<file path="src/rtl/pir_pkg.sv">
// Shared types and helpers for the PIR array monitor.
// Pure declarations; no latency, no backpressure.
// Consumers import pir_pkg::* for the state enum and arithmetic helpers.
package pir_pkg;

    typedef enum logic [1:0] {
        ST_OFF     = 2'd0,
        ST_IDLE    = 2'd1,
        ST_BUZZING = 2'd2,
        ST_CLEAR   = 2'd3
    } state_t;

    localparam int STATE_W = 2;

    // Index width that never collapses to zero bits for a single channel.
    function automatic int clog2_min1(input int n);
        return (n <= 2) ? 1 : $clog2(n);
    endfunction

    function automatic logic [31:0] sat_add(input logic [31:0] a,
                                            input logic [31:0] b,
                                            input logic [31:0] max_val);
        logic [32:0] sum;
        sum = {1'b0, a} + {1'b0, b};
        return (sum > {1'b0, max_val}) ? max_val : sum[31:0];
    endfunction

endpackage

</file>
<file path="src/rtl/pir_array_monitor_if.sv">
// Window-average output bus of the PIR monitor.
// avg_valid is a single-cycle pulse coincident with fresh avg_data.
// No backpressure: consumers must capture on the pulse.
interface pir_array_monitor_if #(
    parameter int NUM_CH   = 3,
    parameter int SAMPLE_W = 7
);
    logic [NUM_CH*SAMPLE_W-1:0] avg_data;
    logic                       avg_valid;

    modport master (output avg_data, output avg_valid);
    modport slave  (input  avg_data, input  avg_valid);
endinterface

</file>
<file path="src/rtl/pir_channel_avg.sv">
// Per-channel window accumulator, truncating average and threshold compare.
// avg/hit update one cycle after the window-close strobe.
// No backpressure: strobes come from the top-level counters.
module pir_channel_avg
    import pir_pkg::*;
#(
    parameter int SAMPLE_W = 7,
    parameter int AVG_LOG2 = 2
) (
    input  logic                clk,
    input  logic                rst,
    input  logic                clr,
    input  logic                sample_stb,
    input  logic                close_stb,
    input  logic [SAMPLE_W-1:0] sample,
    input  logic [SAMPLE_W-1:0] threshold,
    output logic [SAMPLE_W-1:0] avg,
    output logic                hit
);
    localparam int ACC_W = SAMPLE_W + AVG_LOG2;

    logic [ACC_W-1:0]    acc_q, acc_d, sum;
    logic [SAMPLE_W-1:0] avg_q, avg_d;
    logic                hit_q, hit_d;

    always_comb begin
        acc_d = acc_q;
        avg_d = avg_q;
        hit_d = hit_q;
        sum   = acc_q + ACC_W'(sample);
        if (clr) begin
            acc_d = '0;
            hit_d = 1'b0;
        end else if (close_stb) begin
            // Last sample of the window is folded in before the shift.
            acc_d = '0;
            avg_d = SAMPLE_W'(sum >> AVG_LOG2);
            hit_d = (avg_d >= threshold);
        end else if (sample_stb) begin
            acc_d = sum;
        end
    end

    always_ff @(posedge clk) begin
        if (rst) begin
            acc_q <= '0;
            avg_q <= '0;
            hit_q <= 1'b0;
        end else begin
            acc_q <= acc_d;
            avg_q <= avg_d;
            hit_q <= hit_d;
        end
    end

    assign avg = avg_q;
    assign hit = hit_q;

endmodule

</file>
<file path="src/rtl/pir_array_monitor.sv">
// N-channel PIR monitor: windowed averaging, threshold alarm FSM, trigger records.
// First avg_valid 4*SAMPLE_PERIOD cycles after IDLE entry; buzzer rises the cycle after.
// No backpressure: avg bus is a pulse, alarm outputs are levels.
module pir_array_monitor
    import pir_pkg::*;
#(
    parameter int NUM_CH        = 3,
    parameter int SAMPLE_W      = 7,
    parameter int SAMPLE_PERIOD = 4,
    parameter int AVG_LOG2      = 2,
    parameter int BUZZ_CYCLES   = 100,
    parameter int COUNT_W       = 8
) (
    input  logic                            clk,
    input  logic                            rst,
    input  logic                            enable,
    input  logic                            stop_alarm,
    input  logic [SAMPLE_W-1:0]             threshold,
    input  logic [NUM_CH*SAMPLE_W-1:0]      sensor_data,
    pir_array_monitor_if.master             avg,
    output logic [NUM_CH-1:0]               led,
    output logic                            buzzer,
    output logic [SAMPLE_W-1:0]             peak_value,
    output logic [SAMPLE_W-1:0]             last_value,
    output logic [clog2_min1(NUM_CH)-1:0]   last_channel,
    output logic [COUNT_W-1:0]              trigger_count,
    output logic [STATE_W-1:0]              state_o
);
    localparam int CH_W     = clog2_min1(NUM_CH);
    localparam int SPC_W    = clog2_min1(SAMPLE_PERIOD);
    localparam int WIN_W    = (AVG_LOG2 < 1) ? 1 : AVG_LOG2;
    localparam int WIN_LAST = (1 << AVG_LOG2) - 1;
    localparam int BZ_W     = clog2_min1(BUZZ_CYCLES);

    state_t              state_q, state_d;
    logic [SPC_W-1:0]    sample_cnt_q, sample_cnt_d;
    logic [WIN_W-1:0]    win_cnt_q, win_cnt_d;
    logic [BZ_W-1:0]     buzz_cnt_q, buzz_cnt_d;
    logic                avg_valid_q, avg_valid_d;
    logic [NUM_CH-1:0]   led_q, led_d;
    logic                buzzer_q, buzzer_d;
    logic [SAMPLE_W-1:0] peak_q, peak_d;
    logic [SAMPLE_W-1:0] last_value_q, last_value_d;
    logic [CH_W-1:0]     last_channel_q, last_channel_d;
    logic [COUNT_W-1:0]  trig_q, trig_d;

    logic                sample_stb, close_stb, ch_clr;
    logic [NUM_CH-1:0]   hit;
    logic [SAMPLE_W-1:0] ch_avg [NUM_CH];

    for (genvar i = 0; i < NUM_CH; i++) begin : g_ch
        pir_channel_avg #(
            .SAMPLE_W (SAMPLE_W),
            .AVG_LOG2 (AVG_LOG2)
        ) u_ch (
            .clk        (clk),
            .rst        (rst),
            .clr        (ch_clr),
            .sample_stb (sample_stb),
            .close_stb  (close_stb),
            .sample     (sensor_data[i*SAMPLE_W +: SAMPLE_W]),
            .threshold  (threshold),
            .avg        (ch_avg[i]),
            .hit        (hit[i])
        );
        assign avg.avg_data[i*SAMPLE_W +: SAMPLE_W] = ch_avg[i];
    end

    always_comb begin
        int pc;
        state_d        = state_q;
        sample_cnt_d   = sample_cnt_q;
        win_cnt_d      = win_cnt_q;
        buzz_cnt_d     = buzz_cnt_q;
        avg_valid_d    = 1'b0;
        led_d          = led_q;
        buzzer_d       = buzzer_q;
        peak_d         = peak_q;
        last_value_d   = last_value_q;
        last_channel_d = last_channel_q;
        trig_d         = trig_q;
        sample_stb     = 1'b0;
        close_stb      = 1'b0;
        ch_clr         = 1'b0;
        pc             = 0;

        unique case (state_q)
            ST_OFF: begin
                sample_cnt_d = '0;
                win_cnt_d    = '0;
                led_d        = '0;
                buzzer_d     = 1'b0;
                ch_clr       = 1'b1;
                if (enable) state_d = ST_IDLE;
            end
            ST_IDLE: begin
                if (!enable) begin
                    state_d      = ST_OFF;
                    sample_cnt_d = '0;
                    win_cnt_d    = '0;
                    ch_clr       = 1'b1;
                end else if (avg_valid_q && (|hit)) begin
                    state_d    = ST_BUZZING;
                    buzzer_d   = 1'b1;
                    led_d      = hit;
                    buzz_cnt_d = '0;
                    // Ascending scan so the highest-index hit wins the last_* record.
                    for (int i = 0; i < NUM_CH; i++) begin
                        if (hit[i]) begin
                            pc             = pc + 1;
                            last_value_d   = ch_avg[i];
                            last_channel_d = CH_W'(i);
                            if (ch_avg[i] > peak_d) peak_d = ch_avg[i];
                        end
                    end
                    trig_d = COUNT_W'(sat_add(32'(trig_q), 32'(pc), 32'({COUNT_W{1'b1}})));
                end else begin
                    if (sample_cnt_q == SPC_W'(SAMPLE_PERIOD - 1)) begin
                        sample_cnt_d = '0;
                        sample_stb   = 1'b1;
                        if (win_cnt_q == WIN_W'(WIN_LAST)) begin
                            close_stb   = 1'b1;
                            avg_valid_d = 1'b1;
                            win_cnt_d   = '0;
                        end else begin
                            win_cnt_d = win_cnt_q + WIN_W'(1);
                        end
                    end else begin
                        sample_cnt_d = sample_cnt_q + SPC_W'(1);
                    end
                end
            end
            ST_BUZZING: begin
                buzz_cnt_d = buzz_cnt_q + BZ_W'(1);
                if (stop_alarm || !enable || (buzz_cnt_q == BZ_W'(BUZZ_CYCLES - 1))) begin
                    state_d  = ST_CLEAR;
                    buzzer_d = 1'b0;
                    led_d    = '0;
                end
            end
            ST_CLEAR: begin
                sample_cnt_d = '0;
                win_cnt_d    = '0;
                buzz_cnt_d   = '0;
                ch_clr       = 1'b1;
                state_d      = enable ? ST_IDLE : ST_OFF;
            end
            default: state_d = ST_OFF;
        endcase
    end

    always_ff @(posedge clk) begin
        if (rst) begin
            state_q        <= ST_OFF;
            sample_cnt_q   <= '0;
            win_cnt_q      <= '0;
            buzz_cnt_q     <= '0;
            avg_valid_q    <= 1'b0;
            led_q          <= '0;
            buzzer_q       <= 1'b0;
            peak_q         <= '0;
            last_value_q   <= '0;
            last_channel_q <= '0;
            trig_q         <= '0;
        end else begin
            state_q        <= state_d;
            sample_cnt_q   <= sample_cnt_d;
            win_cnt_q      <= win_cnt_d;
            buzz_cnt_q     <= buzz_cnt_d;
            avg_valid_q    <= avg_valid_d;
            led_q          <= led_d;
            buzzer_q       <= buzzer_d;
            peak_q         <= peak_d;
            last_value_q   <= last_value_d;
            last_channel_q <= last_channel_d;
            trig_q         <= trig_d;
        end
    end

    assign avg.avg_valid  = avg_valid_q;
    assign led            = led_q;
    assign buzzer         = buzzer_q;
    assign peak_value     = peak_q;
    assign last_value     = last_value_q;
    assign last_channel   = last_channel_q;
    assign trigger_count  = trig_q;
    assign state_o        = state_q;

endmodule
</file>
<file path="src/flat_wrapper.sv">
// flat-port wrapper written by rule: the top's interface ports become plain ports
module pir_array_monitor_flat import pir_pkg::*;
#(
    parameter int NUM_CH        = 3,
    parameter int SAMPLE_W      = 7,
    parameter int SAMPLE_PERIOD = 4,
    parameter int AVG_LOG2      = 2,
    parameter int BUZZ_CYCLES   = 100,
    parameter int COUNT_W       = 8
)
  (clk, rst, enable, stop_alarm, threshold, sensor_data, led, buzzer, peak_value, last_value, last_channel, trigger_count, state_o, avg_avg_data, avg_avg_valid);
  pir_array_monitor_if #(.NUM_CH(NUM_CH), .SAMPLE_W(SAMPLE_W)) avg_i ();
  input  logic clk;
  input  logic rst;
  input  logic enable;
  input  logic stop_alarm;
  input  logic [SAMPLE_W-1:0] threshold;
  input  logic [NUM_CH*SAMPLE_W-1:0] sensor_data;
  output logic [NUM_CH-1:0] led;
  output logic buzzer;
  output logic [SAMPLE_W-1:0] peak_value;
  output logic [SAMPLE_W-1:0] last_value;
  output logic [clog2_min1(NUM_CH)-1:0] last_channel;
  output logic [COUNT_W-1:0] trigger_count;
  output logic [STATE_W-1:0] state_o;
  output wire logic [$bits(avg_i.avg_data)-1:0] avg_avg_data;
  output wire logic [$bits(avg_i.avg_valid)-1:0] avg_avg_valid;
  assign avg_avg_data = avg_i.avg_data;
  assign avg_avg_valid = avg_i.avg_valid;
  pir_array_monitor #(.NUM_CH(NUM_CH), .SAMPLE_W(SAMPLE_W), .SAMPLE_PERIOD(SAMPLE_PERIOD), .AVG_LOG2(AVG_LOG2), .BUZZ_CYCLES(BUZZ_CYCLES), .COUNT_W(COUNT_W)) u_core (.clk(clk), .rst(rst), .enable(enable), .stop_alarm(stop_alarm), .threshold(threshold), .sensor_data(sensor_data), .avg(avg_i), .led(led), .buzzer(buzzer), .peak_value(peak_value), .last_value(last_value), .last_channel(last_channel), .trigger_count(trigger_count), .state_o(state_o));
endmodule
</file>
<file path="config.mk">
export PLATFORM = sky130hd
export DESIGN_NAME = pir_array_monitor_flat
export DESIGN_NICKNAME = d
export VERILOG_FILES = /design/src/rtl/pir_pkg.sv /design/src/rtl/pir_array_monitor_if.sv /design/src/rtl/pir_channel_avg.sv /design/src/rtl/pir_array_monitor.sv /design/src/flat_wrapper.sv
export SDC_FILE = /design/constraint.sdc
export NUM_CORES = 1
export LEC_CHECK = 0
export BUFFER_PORTS_ARGS = -buffer_cell sky130_fd_sc_hd__buf_2
export CAP_MARGIN = 10
export CORE_MARGIN = 5
export CORE_UTILIZATION = 63
export CTS_CLUSTER_DIAMETER = 200
export CTS_CLUSTER_SIZE = 14
export DETAILED_ROUTE_END_ITERATION = 10
export GPL_ROUTABILITY_DRIVEN = 0
export PLACE_DENSITY = 0.86
export SYNTH_ARGS = -nofsm -noshare
export SYNTH_HDL_FRONTEND = slang
export SYNTH_SLANG_ARGS = --single-unit
</file>
<file path="constraint.sdc">
create_clock -name clk -period 6.4 [get_ports clk]
set_clock_uncertainty 0.05 [all_clocks]
set_input_delay 0.32 -clock clk [delete_from_list [all_inputs] [get_ports clk]]
set_output_delay 0.32 -clock clk [all_outputs]
set_load 0.005 [all_outputs]
</file>
======== Yosys cells after proc, flatten, opt, wreduce, memory -nomap -nowiden ========
Index checks and enable logic that the tools add are counted.
storage, ports and cells
  flip-flop bits (word level) ............. 93
  bits of input ports ..................... 32
  logic and storage cells ................. 139
cells by class
  reductions and logical operators ........ 21
  equality and inequality tests ........... 13
  add/subtract/negate cells ............... 9
  mux-type cells .......................... 68
  $lt $le $gt $ge ......................... 7
  bitwise operators ....................... 1
operators with widths
  kind                                                   number
  two-way mux 32 bit                                     11
  two-way mux 7 bit                                      17
  adder 32 x 2 -> 32 bit, second input constant          2
  adder 8 x 32 -> 33 bit                                 1
  > comparator 33 x 8 -> 1 bit, second input constant    1
  two-way mux 2 bit                                      14
  adder 9 x 7 -> 9 bit                                   3
  >= comparator 7 bit                                    3
  > comparator 7 bit                                     3
  case mux 7 bit (3 select lines)                        1
  two-way mux 1 bit                                      15
  AND reduction 3 bit                                    4
  two-way mux 3 bit                                      3
  case mux 3 bit (3 select lines)                        1
  nonzero test 3 bit                                     3
  equality test 2 bit, second input constant             4
  two-way mux 8 bit                                      1
  case mux 2 bit (2 select lines)                        2
  case mux 2 bit (4 select lines)                        1
  AND reduction 4 bit                                    2
  adder 7 x 1 -> 7 bit, second input constant            1
  equality test 7 bit, second input constant             1
  inequality test 3 x 2 -> 1 bit, second input constant  2
  OR reduction 3 bit                                     2
  15 further kinds                                       21

======== Logic depth before layout (Yosys ltp) ========
Gate-level depths: netlist of run 1.
  depth after elaboration ................. 18
  gate-level depth with buffers ........... 21

======== By module ========
Synthesis of run 1 repeated with hierarchy kept, for this count alone.
second synthesis, totals
  cell total of the unflattened synthesis .. 834
  area total of the unflattened synthesis .. 6680.2 µm²
modules (own cells, without submodules)
  module                                     cells an instance  area an instance (µm²)  instances
  pir_array_monitor                          363                2927.8                  1
  pir_channel_avg (u_core.g_ch[1].u_ch ...)  157                1251.2                  2
  pir_channel_avg (u_core.g_ch[0].u_ch)      157                1249.9                  1

======== Worst setup path before layout of run 1 ========
OpenSTA, ideal clock, no wires.
  kind .................................... register to register
  start point ............................. reg u_core.peak_q[6], in the netlist u_core.peak_value[6]
  end point ............................... reg u_core.peak_q[3], in the netlist u_core.peak_value[3]
  arrival ................................. 4.251 ns
  setup slack ............................. 2.004 ns
  clock period less this slack ............ 4.396 ns
  stages on the path, launching flop included .. 21
  buffers on the path ..................... 2
  library setup time ...................... 0.095 ns
  cell sequence ........................... dfxtp_1 -> inv_1 -> ha_1 -> nand4_1 -> a211o_1 -> o2bb2ai_2 -> mux2i_1 -> ha_1 -> a21oi_1 -> a21oi_1 -> o21ai_1 -> clkbuf_1 -> a21o_1 -> ha_1 -> nor2b_1 -> o21a_1 -> o21bai_1 -> a21oi_1 -> clkbuf_1 -> a211o_1 -> a221oi_1
between the ends
  cells in the longest elaborated chain, start to end .. 15
RTL lines
  item                    line                      RTL
  start, declared         pir_array_monitor.sv:42   logic [SAMPLE_W-1:0] peak_q, peak_d;
  start signal, assigned  pir_array_monitor.sv:173  peak_q <= peak_d;
  > comparator 7 bit      pir_array_monitor.sv:113  if (ch_avg[i] > peak_d) peak_d = ch_avg[i];
  two-way mux 7 bit       pir_array_monitor.sv:113
  two-way mux 7 bit (*)   pir_array_monitor.sv:109  if (hit[i]) begin
  two-way mux 7 bit (*)   pir_array_monitor.sv:102  end else if (avg_valid_q && (|hit)) begin
  two-way mux 7 bit (*)   pir_array_monitor.sv:97   if (!enable) begin
  two-way mux 7 bit (*)   pir_array_monitor.sv:87   unique case (state_q)
  > comparator 7 bit      pir_array_monitor.sv:113
  two-way mux 7 bit       pir_array_monitor.sv:113
  two-way mux 7 bit (*)   pir_array_monitor.sv:109
  two-way mux 7 bit (*)   pir_array_monitor.sv:102
  two-way mux 7 bit (*)   pir_array_monitor.sv:97
  two-way mux 7 bit (*)   pir_array_monitor.sv:87
  > comparator 7 bit      pir_array_monitor.sv:113
  two-way mux 7 bit       pir_array_monitor.sv:113
  two-way mux 7 bit (*)   pir_array_monitor.sv:109
Mark *: on every way between the ends. The rest lies on a longest branch, timed or not. The select of a mux whose other input is x is not followed.
A chain may end at the register's enable or synchronous reset.

======== Final worst setup path of run 1 ========
  start point ............................. reg u_core.peak_q[2], in the netlist u_core.peak_value[2]
  end point ............................... reg u_core.peak_q[5], in the netlist u_core.peak_value[5]
The elaborated chain is that of the path after synthesis.

==> results.sh, run 1 <==
export IMPL_p_switching_w=0.000313
export IMPL_powerDensity_nw_per_um2=168
export IMPL_coreArea_sq_um=9280
export IMPL_fmax_ghz=0.199
export IMPL_yosysTopAreaCell="dfxtp_1"
export IMPL_final_area_sq_um=6740
export IMPL_hold_viol=0
export IMPL_diodes=0
export IMPL_crit_arrival_ns=5.24
export IMPL_grt_overflow=0
export IMPL_hpwl_um=11400
export IMPL_tns_ns=0
export IMPL_leakagePower_nw=2.99
export IMPL_yosys_top_cells_area="dfxtp_1, ha_1, a21oi_1"
export IMPL_drt_iter0_markers=379
export IMPL_yosysWarningCount=0
export IMPL_drc=0
export IMPL_vdd_ir_drop_max_mv=0.0990
export IMPL_cellInternalPower_w=0.000819
export IMPL_cts_buffer_depth=2
export IMPL_ys_flop_type="dfxtp_1"
export IMPL_track_usage_pct=26.4
export IMPL_p_comb_share_pct=11.3
export IMPL_pin_count=84
export IMPL_ys_types=53
export IMPL_seqPwrFrac_pct=52.1
export IMPL_cts_resized=0
export IMPL_hold_buffers=0
export IMPL_multiInputGateArea_sq_um=3870
export IMPL_clk_latency_ns=0.37
export IMPL_die_w_um=108
export IMPL_critical_path_endpoint_type="flip-flop"
export IMPL_synthArstFlopShare_pct=0
export IMPL_ant_nets=0
export IMPL_period_needed_ns=5.03
export IMPL_netlist_area_sq_um=6040
export IMPL_dp_slack_ns=1.48
export IMPL_grt_pass1_wl_um=25000
export IMPL_die_y_um=108
export IMPL_fill_cells=738
export IMPL_yosysTopAreaCellShare_pct=30.8
export IMPL_timing_final_ws_setup_ns=1.37
export IMPL_fin_nets=921
export IMPL_swShare_pct=27.6
export IMPL_status="completed"
export IMPL_rows=35
export IMPL_cts_tree="built"
export IMPL_drive_gt1_share_pct=13.7
export IMPL_finalSetupViolCount=0
export IMPL_synth_nets=850
export IMPL_port_buffers=83
export IMPL_max_cap_violations=0
export IMPL_ys_ff_latch=93
export IMPL_wl_per_cell_um=16.2
export IMPL_path_clk_slew_ns=0.10
export IMPL_maxSlewViolCount=0
export IMPL_syn_to_final_growth_pct=11.5
export IMPL_vias_per_cell=5.91
export IMPL_worst_setup_path_type="flip-flop to flip-flop"
export IMPL_register_area_sq_um=1860
export IMPL_grt_max_degree=60
export IMPL_start_util_pct=65.1
export IMPL_power_share_clock_pct=36.6
export IMPL_drt_wl_total_um=15300
export IMPL_cts_root_buffer="clkbuf_8"
export IMPL_first_pass_iters=5
export IMPL_placed_cell_area_sq_um=6540
export IMPL_htree_levels=3
export IMPL_grt_pass1_vias=5494
export IMPL_grt_antenna_before_repair=0
export IMPL_cp_max_fo=18
export IMPL_max_slew_margin_pct=21.7
export IMPL_cts_buffers=9
export IMPL_die_area_sq_um=11700
export IMPL_clkSinkCount=93
export IMPL_via_count=5565
export IMPL_synthCells=737
export IMPL_postSynthAreaPerCell_sq_um=8.20
export IMPL_fin_crit_sh_pct=78.6
export IMPL_tightest_slew_ns=1.17
export IMPL_synth_edff_count=0
export IMPL_cts_setup_buffers=0
export IMPL_worst_ep_required_time_ns=6.61
export IMPL_critPathLaunchType="flip-flop"
export IMPL_hold_class="input pin to flip-flop"
export IMPL_ys_seq_area_share_pct=30.8
export IMPL_rsz0062_at_grt="no"
-- power by group through the flow --
stage	sequential (W)	combinational, W	clock, W
floorplan	0.000603	0.0000892	0
global placement	0.000603	0.000120	0
detailed placement	0.000604	0.000126	0
CTS	0.000590	0.000127	0.000421
global route	0.000591	0.000143	0.000445
finish	0.000590	0.000128	0.000414
-- final timing paths --
path / start / to / slack (ns) / cells past startpoint
max: u_core.peak_value[2] / u_core.peak_value[5] / 1.37 / 20
min: enable / u_core.win_cnt_q[1] / 0.26 / 3
min reg2reg: u_core.last_channel[0] / u_core.last_channel[0] / 0.41 / 2
max reg2reg: u_core.peak_value[2] / u_core.peak_value[5] / 1.37 / 20
-- cell families (layout without fill, tap and decap cells) --
logic type	after synthesis	count (layout)	share of synthesized area, %
flip-flops	93	93	30.8
multiplexers	21	21	3.50
AO/OA/AOI/OAI	203	203	21.5
buffers and inverters	79	155	5.13
AND/OR/NAND/NOR	232	232	17.8
adder cells (fa/ha/maj)	81	81	17.3
XOR/XNOR	28	28	4.06
-- critical path: stages (launching register included) --
cell	delay, ns
dfxtp_1	0.36
inv_1	0.07
ha_1	0.31
a21oi_1	0.19
a211o_1	0.19
o2bb2ai_2	0.27
mux2i_1	0.37
ha_1	0.32
a21oi_1	0.14
a21oi_1	0.09
o21ai_1	0.13
buf_4	0.24
nor2_1	0.08
a21o_1	0.17
ha_1	0.29
nor2b_1	0.15
o21a_1	0.12
o21bai_1	0.07
a21oi_1	0.81
a21oi_1	0.17
a221oi_1	0.30
-- stage by stage --
step                      total power, W  instances  hold WS (ns)  util, %
after floorplan                 0.000692        737         0.390        -
after global placement          0.000723        926         0.386     70.4
after detailed placement        0.000730        926         0.394     70.4
after CTS                        0.00114        942         0.257     72.6
after global routing             0.00118        942         0.278     72.6
final                            0.00113        942         0.264     72.6
-- state kept, by name (all words and copies together) (netlist names), named ones only --
register,count
u_core.g_ch.u_ch.acc_q,27
u_core.g_ch.u_ch.avg,21
u_core.trigger_count,8
u_core.buzz_cnt_q,7
u_core.last_value,7
u_core.peak_value,7
u_core.g_ch.u_ch.hit,3
u_core.led,3
u_core.last_channel,2
u_core.sample_cnt_q,2
u_core.win_cnt_q,2
u_core.avg.avg_valid,1
u_core.buzzer,1
u_core.state_o,1
-- cell type report --
type / instances / area share, %
flip-flops and latches: 93 / 27.6
multi-input cells: 565 / 57.4
repair buffers: 87 / 6.61
well taps: 129 / 2.40
inverters: 52 / 2.90
clock inverters: 7 / 1.19
clock buffers: 9 / 1.84
-- Yosys cell counts, drive strengths merged, types with 4 or more instances --
master,number
nor3b,4
nand2b,14
o21bai,4
inv,52
a221oi,6
xor2,9
nor3,13
a211oi,21
nor2b,7
a21o,23
nand2,95
nand4,7
nor2,56
o21ai,28
a21oi,86
dfxtp,93
fa,4
o21a,8
a211o,8
ha,77
clkbuf,17
nand3,20
buf,10
xnor2,19
mux2i,20
-- per-layer routing --
metal | vias to the layer above | track usage, % | wire length (um)
met5 | - | 0 | 0
met4 | 0 | 10.9 | 479
met3 | 47 | 2.99 | 866
met2 | 200 | 46.1 | 7240
met1 | 2586 | 33.2 | 6690
li1 | 2732 | - | -
-- placed cells by master, fill, tap and decap left out, types with 6 or more instances in the layout --
cell	synthesis	routed
a21o_1	23	23
nand4_1	7	7
clkbuf_8	0	9
a21oi_1	86	86
o21a_1	8	8
nor2_1	55	55
nor2b_1	7	7
o21ai_0	27	27
nand3_1	20	20
a221oi_1	6	6
inv_1	52	52
a211oi_1	19	19
nor3_1	13	13
xor2_1	9	9
xnor2_1	19	19
nand2_1	94	94
ha_1	77	77
buf_2	8	83
nand2b_1	14	14
a211o_1	8	8
dfxtp_1	93	93
mux2i_1	20	20
No activity file was read; power rests on OpenSTA's default activity.
==> run 2: changes to the inputs <==
--- a/config.mk
+++ b/config.mk
@@ -8,12 +8,12 @@
 export BUFFER_PORTS_ARGS = -buffer_cell sky130_fd_sc_hd__buf_2
 export CAP_MARGIN = 10
 export CORE_MARGIN = 5
-export CORE_UTILIZATION = 63
+export CORE_UTILIZATION = 53
 export CTS_CLUSTER_DIAMETER = 200
 export CTS_CLUSTER_SIZE = 14
 export DETAILED_ROUTE_END_ITERATION = 10
 export GPL_ROUTABILITY_DRIVEN = 0
-export PLACE_DENSITY = 0.86
+export PLACE_DENSITY = 0.77
 export SYNTH_ARGS = -nofsm -noshare
 export SYNTH_HDL_FRONTEND = slang
 export SYNTH_SLANG_ARGS = --single-unit
==> constraint.sdc (replaced) <==
create_clock -name clk -period 4.16 [get_ports clk]
set_clock_uncertainty 0.05 [all_clocks]
set_input_delay 0.208 -clock clk [delete_from_list [all_inputs] [get_ports clk]]
set_output_delay 0.208 -clock clk [all_outputs]
set_load 0.005 [all_outputs]
==> run 2 against run 1 <==
The flow now finishes with violations (negative setup slack). Combinational power grew 55%. Routed wire length grew 13%. Setup slack lost 1.8 ns. Register-to-register slack lost 1.8 ns. Final cell count grew 7.2%. Utilization shrank 5.9 points. Sequential power grew 54%. Total power grew 78%. Sequential cell count is the same. Global-route usage shrank 1.6 points. Critical path type unchanged. Critical endpoint is now u_core.peak_value[4].
==> results.sh, run 2 (synthesis results as in run 1) <==
export IMPL_cts_buffers=9
export IMPL_htree_levels=3
export IMPL_die_w_um=117
export IMPL_failed_checks="negative setup slack"
export IMPL_power_w=0.00201
export IMPL_grt_pass1_wl_um=27000
export IMPL_grt_pass1_vias=5685
export IMPL_largest_reg_flops=27
export IMPL_drive_gt1_share_pct=24.0
export IMPL_timing_final_ws_setup_ns=-0.423
export IMPL_tightest_slew_ns=0.872
export IMPL_cp_max_fo=6
export IMPL_cts_buffer_depth=2
export IMPL_vias_per_cell=5.83
export IMPL_path_buf_inv=4
export IMPL_final_area_sq_um=7550
export IMPL_r2r_cells=21
export IMPL_crit_arrival_ns=4.79
export IMPL_period_needed_ns=4.58
export IMPL_die_y_um=117
export IMPL_finalSetupViolCount=7
export IMPL_hold_buffers=0
export IMPL_die_area_sq_um=13600
export IMPL_port_buffers=83
export IMPL_syn_to_final_growth_pct=24.9
export IMPL_clk_latency_ns=0.35
export IMPL_drt_wl_total_um=17300
export IMPL_whs_endpoint="u_core.g_ch[2].u_ch.avg[5]"
export IMPL_hpwl_um=12600
export IMPL_r2r_start="u_core.peak_value[6]"
export IMPL_fin_nets=975
export IMPL_powerDensity_nw_per_um2=266
export IMPL_grt_antenna_before_repair=0
export IMPL_rrSetupSlack_ns=-0.42
export IMPL_hold_viol=0
export IMPL_min_from="rst"
export IMPL_fin_crit_sh_pct=110
export IMPL_cts_tree="built"
export IMPL_crit_family="compound AO/OA/AOI/OAI gates"
export IMPL_vdd_ir_drop_max_mv=0.192
export IMPL_hold_path_cell_count=2
export IMPL_maxSlewViolCount=0
export IMPL_fmax_ghz=0.218
export IMPL_regMostFlops="u_core.g_ch.u_ch.acc_q"
export IMPL_slowest_delay_ns=0.33
export IMPL_grt_max_degree=57
export IMPL_rsz0062_at_grt="yes"
export IMPL_critical_path_endpoint_type="flip-flop"
export IMPL_wl_per_cell_um=17.2
export IMPL_ant_nets=0
export IMPL_crit_slowest_cell="dfxtp_2"
export IMPL_placed_cell_area_sq_um=6900
export IMPL_drc=0
export IMPL_drt_iter0_markers=418
export IMPL_status="complete, but fails checks"
export IMPL_tns_ns=-2.58
export IMPL_grt_overflow=0
export IMPL_holdWs_ns=0.0338
export IMPL_hold_class="input pin to flip-flop"
export IMPL_coreArea_sq_um=11300
export IMPL_start_util_pct=53.4
export IMPL_via_count=5887
export IMPL_max_slew_margin_pct=41.8
export IMPL_track_usage_pct=24.9
export IMPL_max_cap_violations=0
export IMPL_path_clk_slew_ns=0.07
export IMPL_fill_cells=905
export IMPL_worst_setup_path_type="flip-flop to flip-flop"
export IMPL_first_pass_iters=5
export IMPL_path_depth=21
export IMPL_leakagePower_nw=3.32
export IMPL_cts_root_buffer="clkbuf_16"
export IMPL_rows=39
export IMPL_path_cells="inv_2 > ha_4 > nand4_1 > a211o_1 > o2bb2ai_4 > mux2i_2 > ha_1 > nand4_1 > o21a_1 > o21ai_2 > buf_6 > a21o_1 > ha_1 > nor2b_4 > o21a_1 > o21bai_2 > a21oi_2 > buf_4 > buf_6 > a211o_1 > a221oi_2"
export IMPL_clkSinkCount=93
export IMPL_critPathLaunchType="flip-flop"
export IMPL_diodes=0
export IMPL_final_common_cell="nand2_1"
export IMPL_pin_count=84
export IMPL_worst_ep_required_time_ns=4.37
export IMPL_mostFrequentLayoutCells="nand2_1, dfxtp_1, buf_2, a21oi_1, ha_1"
export IMPL_r2r_end="u_core.peak_value[4]"
-- run 2: cell count changes in the layout (fill, tap and decap cells not counted), sizes merged --
cell | previous run | this run
buf | 87 | 140
bufinv | 1 | 2
clkbuf | 9 | 10
clkinv | 2 | 1
inv | 55 | 54
o21ai | 28 | 29
-- run 2: through the flow --
| step | cells | util [%] | worst slack [ns] |
|---|---|---|---|
| floorplan | 737 | - | 0.00857 |
| global placement | 984 | 61.0 | -0.238 |
| detailed placement | 984 | 61.0 | -0.431 |
| CTS | 1008 | 65.4 | -0.170 |
| global route | 1010 | 66.7 | -0.581 |
| finish | 1010 | 66.7 | -0.423 |
-- run 2: worst max-delay path by stage --
stage | from | slack [ns] | endpoint
final | u_core.peak_value[6] | -0.42 | u_core.peak_value[4]
after global routing | u_core.peak_value[6] | -0.58 | u_core.peak_value[3]
after CTS | u_core.peak_value[4] | -0.17 | u_core.peak_value[5]
after detailed placement | u_core.peak_value[6] | -0.43 | u_core.peak_value[5]
after global placement | u_core.peak_value[6] | -0.24 | u_core.peak_value[5]
after floorplan | u_core.peak_value[6] | 0.009 | u_core.peak_value[3]
-- run 2: worst reg2reg max path, stage by stage (launching register included) --
cell	delay (ns)
dfxtp_2	0.33
inv_2	0.05
ha_4	0.27
nand4_1	0.15
a211o_1	0.33
o2bb2ai_4	0.20
mux2i_2	0.28
ha_1	0.32
nand4_1	0.15
o21a_1	0.25
o21ai_2	0.14
buf_6	0.15
a21o_1	0.16
ha_1	0.31
nor2b_4	0.14
o21a_1	0.18
o21bai_2	0.18
a21oi_2	0.11
buf_4	0.16
buf_6	0.11
a211o_1	0.24
a221oi_2	0.25
-- run 2: timing repair --
action | in CTS | in global routing
hold endpoints to repair | 0 | 0
gates cloned | 1 | 0
pin swaps | 9 | 16
setup buffers | 7 | 2
setup endpoints to repair | 7 | 7
resized for setup | 26 | 27
-- run 2: power breakdown --
part / internal, W / total, W / switching [W]
sequential: 0.000899 / 0.000909 / 0.00000954
clock: 0.000532 / 0.000902 / 0.000370
combinational: 0.0000761 / 0.000199 / 0.000123
total: 0.00151 / 0.00201 / 0.000502
-- run 2: layout make-up --
type,instances,area (sq um),area share (%)
flip-flops and latches,93,1870,24.7
clock buffers,10,229,3.03
inverters,52,195,2.59
multi-input cells,566,4120,54.6
well taps,143,179,2.37
repair buffers,140,862,11.4
clock inverters,6,93.8,1.24
-- run 2: per-layer routing --
metal,up-vias,global-route usage (%),part of all wire (%)
met1,2755,31.1,42
met5,-,0,0
li1,2855,-,-
met4,0,10.1,3.4
met3,49,4.06,6.9
met2,228,42.6,48
==> run 3: changes to the inputs <==
--- a/config.mk
+++ b/config.mk
@@ -14,6 +14,7 @@
 export DETAILED_ROUTE_END_ITERATION = 10
 export GPL_ROUTABILITY_DRIVEN = 0
 export PLACE_DENSITY = 0.77
+export RECOVER_POWER = 100
 export SYNTH_ARGS = -nofsm -noshare
 export SYNTH_HDL_FRONTEND = slang
 export SYNTH_SLANG_ARGS = --single-unit
==> run 3 against run 2 <==
The run still ends with negative setup slack left. Worst hold slack better by 0.0087 ns. Critical endpoint unchanged. Via count up 0.29%. Utilization shrank 0.19 points. Non-clock buffer count stayed put. Critical path depth stayed put. Clock power hardly changed. Combinational power about the same. Setup slack better by 0.00093 ns. Largest power group unchanged. Routed wire length increased by 0.40%.
==> results.sh, run 3 (synthesis results as in run 1) <==
export IMPL_status="complete, but fails checks"
export IMPL_failed_checks="negative setup slack"
export IMPL_dp_slack_ns=-0.431
export IMPL_tns_ns=-2.60
export IMPL_pin_count=84
export IMPL_drt_iter0_markers=406
export IMPL_fin_nets=975
export IMPL_grt_max_degree=57
export IMPL_crit_arrival_ns=4.79
export IMPL_die_w_um=117
export IMPL_critPathLaunchType="flip-flop"
export IMPL_finalSetupViolCount=7
export IMPL_htree_levels=3
export IMPL_die_y_um=117
export IMPL_timing_final_ws_setup_ns=-0.422
export IMPL_fin_crit_sh_pct=110
export IMPL_critical_path_endpoint_type="flip-flop"
export IMPL_worst_setup_path_type="flip-flop to flip-flop"
export IMPL_cts_buffer_depth=2
export IMPL_largest_reg_flops=27
export IMPL_clk_latency_ns=0.35
export IMPL_grt_antenna_before_repair=0
export IMPL_wl_per_cell_um=17.2
export IMPL_hold_class="input pin to flip-flop"
export IMPL_grt_overflow=0
export IMPL_startpoint="u_core.peak_value[6]"
export IMPL_drc=0
export IMPL_cts_tree="built"
export IMPL_path_clk_slew_ns=0.07
export IMPL_via_count=5904
export IMPL_cp_max_fo=6
export IMPL_powerDensity_nw_per_um2=267
export IMPL_fill_cells=912
export IMPL_final_common_cell="nand2_1"
export IMPL_hold_viol=0
export IMPL_leakagePower_nw=3.25
export IMPL_vias_per_cell=5.85
export IMPL_grt_pass1_vias=5685
export IMPL_coreArea_sq_um=11300
export IMPL_cts_root_buffer="clkbuf_16"
export IMPL_period_needed_ns=4.58
export IMPL_grt_pass1_wl_um=27000
export IMPL_cts_buffers=9
export IMPL_die_area_sq_um=13600
export IMPL_vdd_ir_drop_max_mv=0.191
export IMPL_mostFrequentLayoutCells="nand2_1, dfxtp_1, a21oi_1, buf_2, ha_1"
export IMPL_regMostFlops="u_core.g_ch.u_ch.acc_q"
export IMPL_start_util_pct=53.4
export IMPL_drt_wl_total_um=17400
export IMPL_rsz0062_at_grt="yes"
export IMPL_hpwl_um=12600
export IMPL_rows=39
export IMPL_maxSlewViolCount=0
export IMPL_port_buffers=83
export IMPL_max_slew_margin_pct=43.5
export IMPL_worst_ep_required_time_ns=4.37
export IMPL_hold_buffers=0
export IMPL_clkSinkCount=93
export IMPL_track_usage_pct=24.9
export IMPL_first_pass_iters=5
export IMPL_syn_to_final_growth_pct=24.6
export IMPL_r2r_start="u_core.peak_value[6]"
export IMPL_ant_nets=0
export IMPL_diodes=0
export IMPL_tightest_slew_ns=0.846
export IMPL_max_cap_violations=0
export IMPL_drive_gt1_share_pct=22.3
export IMPL_min_from="rst"
export IMPL_fmax_ghz=0.218
## run 3: changes by cell type in the layout (fill, tap and decap cells not counted)
| cell | previous run | this run |
|---|---|---|
| clkbuf_1 | 1 | 16 |
| buf_4 | 52 | 51 |
| buf_2 | 83 | 69 |
## run 3: path summary, 6_finish.rpt
path,endpoint,slack (ns),depth (start not counted)
worst min-delay path,u_core.g_ch[2].u_ch.avg[5],0.04,2
worst min register to register,u_core.g_ch[1].u_ch.acc_q[0],0.41,2
worst max register to register,u_core.peak_value[4],-0.42,21
worst max-delay path,u_core.peak_value[4],-0.42,21
## run 3: through the flow
stage          cell area, sq um  power, W  hold WS [ns]  util (%)  cells
2_1_floorplan              6080   0.00106         0.386         -    737
3_3_place_gp               6900   0.00111         0.389      61.0    984
3_5_place_dp               6900   0.00112         0.399      61.0    984
4_1_cts                    7400   0.00202        0.0329      65.4   1008
5_1_grt                    7530   0.00209        0.0434      66.5   1010
6_report                   7530   0.00201        0.0425      66.5   1010
## run 3: where the power goes
| part | total [W] | internal (W) | switching, W |
|---|---|---|---|
| sequential | 0.000909 | 0.000899 | 0.00000963 |
| clock | 0.000902 | 0.000532 | 0.000370 |
| combinational | 0.000199 | 0.0000757 | 0.000123 |
| total | 0.00201 | 0.00151 | 0.000503 |
## run 3: worst max-delay path, cell delays in order, from the launching register on
cell and delay, ns:
dfxtp_2 0.33, inv_2 0.05, ha_4 0.27, nand4_1 0.15, a211o_1 0.33, o2bb2ai_4 0.20
mux2i_2 0.28, ha_1 0.32, nand4_1 0.15, o21a_1 0.25, o21ai_2 0.14, buf_6 0.15
a21o_1 0.16, ha_1 0.32, nor2b_4 0.14, o21a_1 0.18, o21bai_2 0.18, a21oi_2 0.11
buf_4 0.15, buf_6 0.11, a211o_1 0.24, a221oi_2 0.25
## run 3: area by class of cell
cell class,instances,area (sq um),share of cell area [%]
multi-input cells,566,4120,54.8
flip-flops and latches,93,1870,24.8
repair buffers,140,841,11.2
clock buffers,10,229,3.04
inverters,52,195,2.59
well taps,143,179,2.38
clock inverters,6,93.8,1.25
## run 3: what timing repair did
item / CTS / global route
pin swaps: 9 / 16
setup buffers: 7 / 2
cloned: 1 / 0
resized for setup: 26 / 27
endpoints found under the setup margin: 7 / 7
## run 3: layer usage
| metal | vias up | track usage, % | wire (um) |
|---|---|---|---|
| met1 | 2769 | 31.1 | 7400 |
| met2 | 229 | 42.6 | 8310 |
| met4 | 0 | 10.1 | 588 |
| li1 | 2858 | - | - |
| met5 | - | 0 | 0 |
| met3 | 48 | 4.06 | 1090 |
